File: src/rtl/merge9_leaf.sv
// Round-robin merge of two 9-bit packet channels onto one output; the winning input index goes out on S before the packet.
// Optional grant counters are built only when MERGE_STATS_EN is defined.
module merge9_leaf #(
    parameter int W     = 9,
    parameter int CNT_W = 16
) (
    input  logic             CLK,
    input  logic             _RESET,
    input  logic [W-1:0]     In0_data,
    input  logic             In0_valid,
    output logic             In0_ready,
    input  logic [W-1:0]     In1_data,
    input  logic             In1_valid,
    output logic             In1_ready,
    output logic             S_data,
    output logic             S_valid,
    input  logic             S_ready,
    output logic [W-1:0]     Out_data,
    output logic             Out_valid,
    input  logic             Out_ready,
    output logic [CNT_W-1:0] Grant0_cnt,
    output logic [CNT_W-1:0] Grant1_cnt
);

    typedef enum logic [1:0] {
        IDLE     = 2'd0,
        SEND_S   = 2'd1,
        SEND_OUT = 2'd2
    } state_t;

    state_t         state_reg, state_next;
    logic           prio_reg, prio_next;
    logic           win_reg, win_next;
    logic [W-1:0]   data_reg, data_next;
    logic           grant;
    logic           accept;

    // A lone requester wins outright; prio only breaks ties.
    always_comb begin
        grant = prio_reg;
        if (In0_valid && !In1_valid)
            grant = 1'b0;
        else if (In1_valid && !In0_valid)
            grant = 1'b1;
    end

    // Readies depend only on upstream valids, state and reset, never on downstream readies.
    assign accept    = _RESET && (state_reg == IDLE) && (In0_valid || In1_valid);
    assign In0_ready = accept && !grant;
    assign In1_ready = accept && grant;

    always_ff @(posedge CLK) begin
        if (!_RESET) begin
            state_reg <= IDLE;
            prio_reg  <= 1'b0;
            win_reg   <= 1'b0;
            data_reg  <= '0;
        end else begin
            state_reg <= state_next;
            prio_reg  <= prio_next;
            win_reg   <= win_next;
            data_reg  <= data_next;
        end
    end

    always_comb begin
        state_next = state_reg;
        prio_next  = prio_reg;
        win_next   = win_reg;
        data_next  = data_reg;
        S_valid    = 1'b0;
        Out_valid  = 1'b0;
        S_data     = win_reg;
        Out_data   = data_reg;
        case (state_reg)
            IDLE: begin
                if (accept) begin
                    data_next  = grant ? In1_data : In0_data;
                    win_next   = grant;
                    prio_next  = ~grant;
                    state_next = SEND_S;
                end
            end
            SEND_S: begin
                S_valid = 1'b1;
                if (S_ready)
                    state_next = SEND_OUT;
            end
            SEND_OUT: begin
                Out_valid = 1'b1;
                if (Out_ready)
                    state_next = IDLE;
            end
            default: state_next = IDLE;
        endcase
    end

`ifdef MERGE_STATS_EN
    logic [1:0] grant_hit;
    assign grant_hit = {In1_ready, In0_ready};

    // Saturating per-input grant counters.
    for (genvar gi = 0; gi < 2; gi++) begin : g_cnt
        logic [CNT_W-1:0] cnt_reg;
        always_ff @(posedge CLK) begin
            if (!_RESET)
                cnt_reg <= '0;
            else if (grant_hit[gi] && (cnt_reg != {CNT_W{1'b1}}))
                cnt_reg <= cnt_reg + 1'b1;
        end
    end

    assign Grant0_cnt = g_cnt[0].cnt_reg;
    assign Grant1_cnt = g_cnt[1].cnt_reg;
`else
    assign Grant0_cnt = '0;
    assign Grant1_cnt = '0;
`endif

endmodule

File: config.mk
export PLATFORM = sky130hd
export DESIGN_NAME = merge9_leaf
export DESIGN_NICKNAME = d
export VERILOG_FILES = /design/src/rtl/merge9_leaf.sv
export SDC_FILE = /design/constraint.sdc
export NUM_CORES = 1
export LEC_CHECK = 0
export ABC_AREA = 0
export CORE_MARGIN = 2
export CORE_UTILIZATION = 31
export DETAILED_ROUTE_END_ITERATION = 12
export PLACE_DENSITY = 0.78
export SYNTH_ARGS = -nofsm -noshare
export SYNTH_HDL_FRONTEND = slang
export SYNTH_SLANG_ARGS = --single-unit
File: constraint.sdc
create_clock -name CLK -period 1.5 [get_ports CLK]
set_input_delay 0.15 -clock CLK [delete_from_list [all_inputs] [get_ports CLK]]
set_output_delay 0.15 -clock CLK [all_outputs]
set_load 0.01 [all_outputs]
-- Word-level counts from Yosys, hierarchy flattened
Cells that the tools add are included.
- magnitude comparators: 0
- mux-type cells: 9
- multiply operators: 0
- reduce and logical (&&, ||, !) cells: 13
- shifts and indexed selects: 0
- divide/modulo/power cells: 0
- equality and inequality tests: 5
- add/subtract/negate cells: 0
- bitwise gates (word level): 1
- operators by type and width (cell ; count):
    2-to-1 mux 9 bit ; 1
    logical AND 1 bit ; 6
    2-to-1 mux 2 bit ; 3
    != test 2 bit (second input constant) ; 3
    case mux 2 bit (3 select lines) ; 1
    2-to-1 mux 1 bit ; 4
    logical NOT 1 bit ; 3
    AND reduction 3 bit ; 1
    equality test 2 x 1 -> 1 bit (second input constant) ; 1
    equality test 2 bit (second input constant) ; 1
    logical NOT 2 bit ; 1
    AND reduction 2 bit ; 1
    logical OR 1 bit ; 1
    inverter 1 bit ; 1
- input port bits: 24
- RAM bits: 0
- register bits after elaboration: 13
- output and inout port bits: 46
- ROM bits: 0
- word-level logic and storage cells: 32
- latch bits: 0
- memories kept: 0

-- Logic depth before layout (Yosys ltp)
Gate-level depths: netlist of the first run.
- depth after elaboration: 6
- depth in mapped cells: 5
- depth with buffers taken out: 4

-- Worst setup path before layout of the first run
OpenSTA, ideal clock, no wires.
- path kind: register to register
- from: register prio_reg
- to: register data_reg[0] (netlist: Out_data[0])
- required time: 1.379 ns
- setup slack: 0.433 ns
- period minus slack after synthesis: 1.067 ns
- stages on the path, launching flop included: 5
- arrival time: 0.945 ns
- path buffers: 1
- library setup time: 0.121 ns
- cell sequence: dfxtp_1 maj3_2 buf_6 mux2i_1 a21oi_1
- word-level cells in the longest chain between the ends: 3
- RTL lines (element ; RTL line ; source):
    start: declaration ; 32 ; logic prio_reg, prio_next;
    start signal: assignment ; 60 ; prio_reg <= prio_next;
    2-to-1 mux 1 bit ; 43 ; else if (In1_valid && !In0_valid)
    2-to-1 mux 1 bit ; 41 ; if (In0_valid && !In1_valid)
    2-to-1 mux 9 bit ; 78 ; data_next = grant ? In1_data : In0_data;
    end signal: assignment ; 62 ; data_reg <= data_next;
    end: declaration ; 34 ; logic [W-1:0] data_reg, data_next;
No other way between the ends.
A chain may end at the register's enable or synchronous reset.

-- Final worst setup path of the first run
- from: register state_reg[1]
- to: output port In0_ready
- word-level cells in the longest chain between the ends: 4
- RTL lines (element ; RTL line ; source):
    start: declaration ; 31 ; state_t state_reg, state_next;
    start signal: assignment ; 59 ; state_reg <= state_next;
    logical NOT 2 bit ; 48 ; assign accept = _RESET && (state_reg == IDLE) && (In0_valid || In1_valid);
    logical AND 1 bit (2 in a row) ; 48 ;
    logical AND 1 bit ; 49 ; assign In0_ready = accept && !grant;
    end: declaration ; 11 ; output logic In0_ready,
No other way between the ends.

==> impl_results.md, run 1 <==
- Total congestion overflow: 0
- Post-CTS Hold Fix Bufs: 0
- Largest net degree at the start of global routing: 20
- Detailed Place HPWL: ~1300 µm
- Ports: 70
- Post-Synth Adder-Cell Area: 0.0137
- Synth Area in Compound Gates: 0.140
- CTS tree: done
- Met2 Use GR: 0.196
- Hold Fails Final Rpt: 0
- Post-route setup slack: just under 0.06 ns
- Busiest layer in global routing: met2
- Die extent in y: about 56 µm
- Avg Cell Area, Syn: slightly below 9 µm²
- Skew final: between 0.005 and 0.006 ns
- Residual DRC: 0
- Reg clk slew, reported paths: 0.08 ns
- Gate power share: 0.337
- Drt pass-1 iters: 3
- First-pass GRT wire length: 2680 µm
- Critical-path cell list: nand2b_4 -> nor3_4 -> buf_6 -> and2b_2 -> buf_6
- Layout cells sized above 1: 0.173
- Hold Crit Class: primary input to flop
- XOR/XNOR Fraction of Synth Area: 0
- Final setup vio count: 0
- Gr usage total: 0.110
- Antenna violations before repair: 0
- Met3 usage: 0.0395
- Leakage: approximately 0.55 nW
- Mapped cell area: 825 µm²
- Max Clk Rate: slightly below 0.7 GHz
- #FFs+latches synth: 13
- Nets: roughly 160
- Largest family of logic cells by synthesized area: buffers and inverters
- Clock power share: 0.236
- Initial Util: 0.330
- GPL Wtd Cong: 0.663
- Root Driver: clkbuf_4
- Drt initial violations: 4
- CTS Buffer Depth: 2
- Net Sw Frac: 0.298
- GRT met1 Usage: 0.108
- Via count: between 600 and 700
- Max reg flops: 9
- Fraction of power consumed by sequential logic: 0.428
- Critical Path RT: about 1.4 ns
- Area Growth Syn to Fin: 44.2%
- Core Rows: 18
- Status: finished clean
- Crit Path Max Fanout: 2
- Drt wl/cell: about 10 µm
- Most frequent CP cell: buf_6
- CP startpoint kind: flop
- H-tree lvl count: 1
- Die area: about 0.0031 mm²
- Antenna Violating Nets Remaining: 0
- N_diodes: 0
- Final Max Tran Viols: 0
- P_int: ~0.65 mW
- Clk_lat worst skew: approximately 0.28 ns
- Yosys cell types: 22
- Peak VDD IR: 0.000656 V
- CTS buffer count: 3
- Crit path DAT: about 1.3 ns
- Period utilization: 0.961
- Post-Synthesis Cells: 95
- Vias per Instance: 4.11
- CP peak stage delay: around 0.32 ns
- PD cells: a little under 800 mW/mm²
- Max Cap Violations: 0
- Mux contribution to synthesized area: 0.109
- Pre-CTS WS: -0.428 ns
- CTS Sinks: 13
- Vias in the first global route: about 580
- Number of port buffers: 37
- Ys Warns: 0
- Core ar.: between 0.002 and 0.0025 mm²
- Setup Crit Path Kind: flop to output pin
- Simple-gate share of the synthesized area: 0.0865
- Filler Cells Inserted: 240
- Setup TNS: 0 ns
- Die Wd: between 50 and 60 µm
- Sequential area share after synthesis: 0.316
- Post-Route WL: between 1500 and 2000 µm
- NetSw: 0.274 mW
- Min cycle time layout: about 1.4 ns
- Worst path slowest cell: dfxtp_2
- Crit end category: output pin
- RSZ-0062 raised after global routing: true
==> cell families (layout without fill, tap and decap cells) <==
group           after synthesis  after routing
compound gates               22             22
fa+ha+maj                     1              1
buf+inv                      38             51
flops                        13             13
mux                           9              9
other cells                   1             32
simple gates                 11             11
==> cell usage after synthesis, drive strengths merged <==
library cell,instances,share of area
a22oi,1,0.0091
conb,1,0.0045
maj3,1,0.014
nand2b,1,0.0076
inv,2,0.0091
and2,1,0.011
a21oi,9,0.055
nor2,3,0.017
nor2b,3,0.023
o21ai,11,0.067
dfxtp,13,0.32
mux2i,9,0.11
buf,35,0.32
a211oi,1,0.0091
nor3,2,0.018
and2b,1,0.011
clkbuf,1,0.0045
==> critical path: cells and delay by family, from the launching register on <==
| kind | cells | cell delay (ns) |
|---|---|---|
| buf+inv | 2 | 0.23 |
| flops | 1 | 0.32 |
| simple gates | 3 | 0.46 |
==> layout make-up <==
class / count / area, µm² / area share
Tap cell: 30 / 37.5 / 0.0316
Clock buffer: 4 / 26.3 / 0.0221
Inverter: 2 / 7.51 / 0.00632
Multi-Input combinational cell: 75 / 427 / 0.359
Timing Repair Buffer: 45 / 428 / 0.360
Sequential cell: 13 / 263 / 0.221
==> power groups by stage <==
stage	logic (mW)	registers (mW)	clock network, mW
finish	0.310	0.394	0.217
global route	0.336	0.398	0.239
floorplan	0.195	0.412	0
global placement	0.290	0.399	0
CTS	0.301	0.394	0.224
detailed placement	0.296	0.400	0
==> final timing paths <==
path                             startpoint                         to  slack [ns]  depth (start not counted)
setup / recovery  state_reg[1]$_SDFFE_PN0P_                  In0_ready        0.06                          5
setup reg to reg  state_reg[1]$_SDFFE_PN0P_   Out_data[8]$_SDFFE_PN0P_        0.17                          7
hold / removal                    In1_valid  state_reg[0]$_SDFFE_PN0P_        0.32                          3
hold reg to reg         S_data$_SDFFE_PN0P_        S_data$_SDFFE_PN0P_        0.52                          2
==> through the flow <==
step / area [µm²] / power, mW / hold slack (ns) / utilization / instances
2_1_floorplan: 941 / 0.607 / 0.252 / - / 126
3_3_place_gp: 1120 / 0.689 / 0.504 / 0.448 / 162
3_5_place_dp: 1120 / 0.696 / 0.513 / 0.448 / 162
4_1_cts: 1170 / 0.919 / 0.329 / 0.467 / 167
5_1_grt: 1190 / 0.973 / 0.335 / 0.475 / 169
6_report: 1190 / 0.921 / 0.321 / 0.475 / 169
==> routing by layer <==
metal | routed length, µm | part of all wire
met1 | 576 | 0.33
met4 | 22 | 0.013
met5 | 0 | 0
met3 | 219 | 0.13
met2 | 919 | 0.53
==> placed cells by master, fill, tap and decap left out, drive strengths merged, types with 2 or more instances in the layout <==
cell type,n
conb,32
clkdlybuf4s50,30
dfxtp,13
o21ai,11
buf,10
mux2i,9
a21oi,9
dlygate4sd2,4
clkbuf,4
nor2,3
nor2b,3
inv,2
nor3,2
==> repair_timing <==
| action | in CTS | in global routing |
|---|---|---|
| endpoints found under the setup margin | 4 | 3 |
| resized for setup | 15 | 6 |
| pin swaps | 1 | 2 |
| gates cloned | 0 | 0 |
| setup buffers | 1 | 2 |
Note: power is estimated with default switching activity, not from simulation.
==> run 2, diff against run 1 <==
--- a/config.mk
+++ b/config.mk
@@ -9,6 +9,7 @@
 export CORE_MARGIN = 2
 export CORE_UTILIZATION = 31
 export DETAILED_ROUTE_END_ITERATION = 12
+export HOLD_SLACK_MARGIN = 0.02
 export PLACE_DENSITY = 0.78
 export SYNTH_ARGS = -nofsm -noshare
 export SYNTH_HDL_FRONTEND = slang
==> results of run 2 <==
Same layout as run 1: the final DEF is identical, and so are final timing and power.
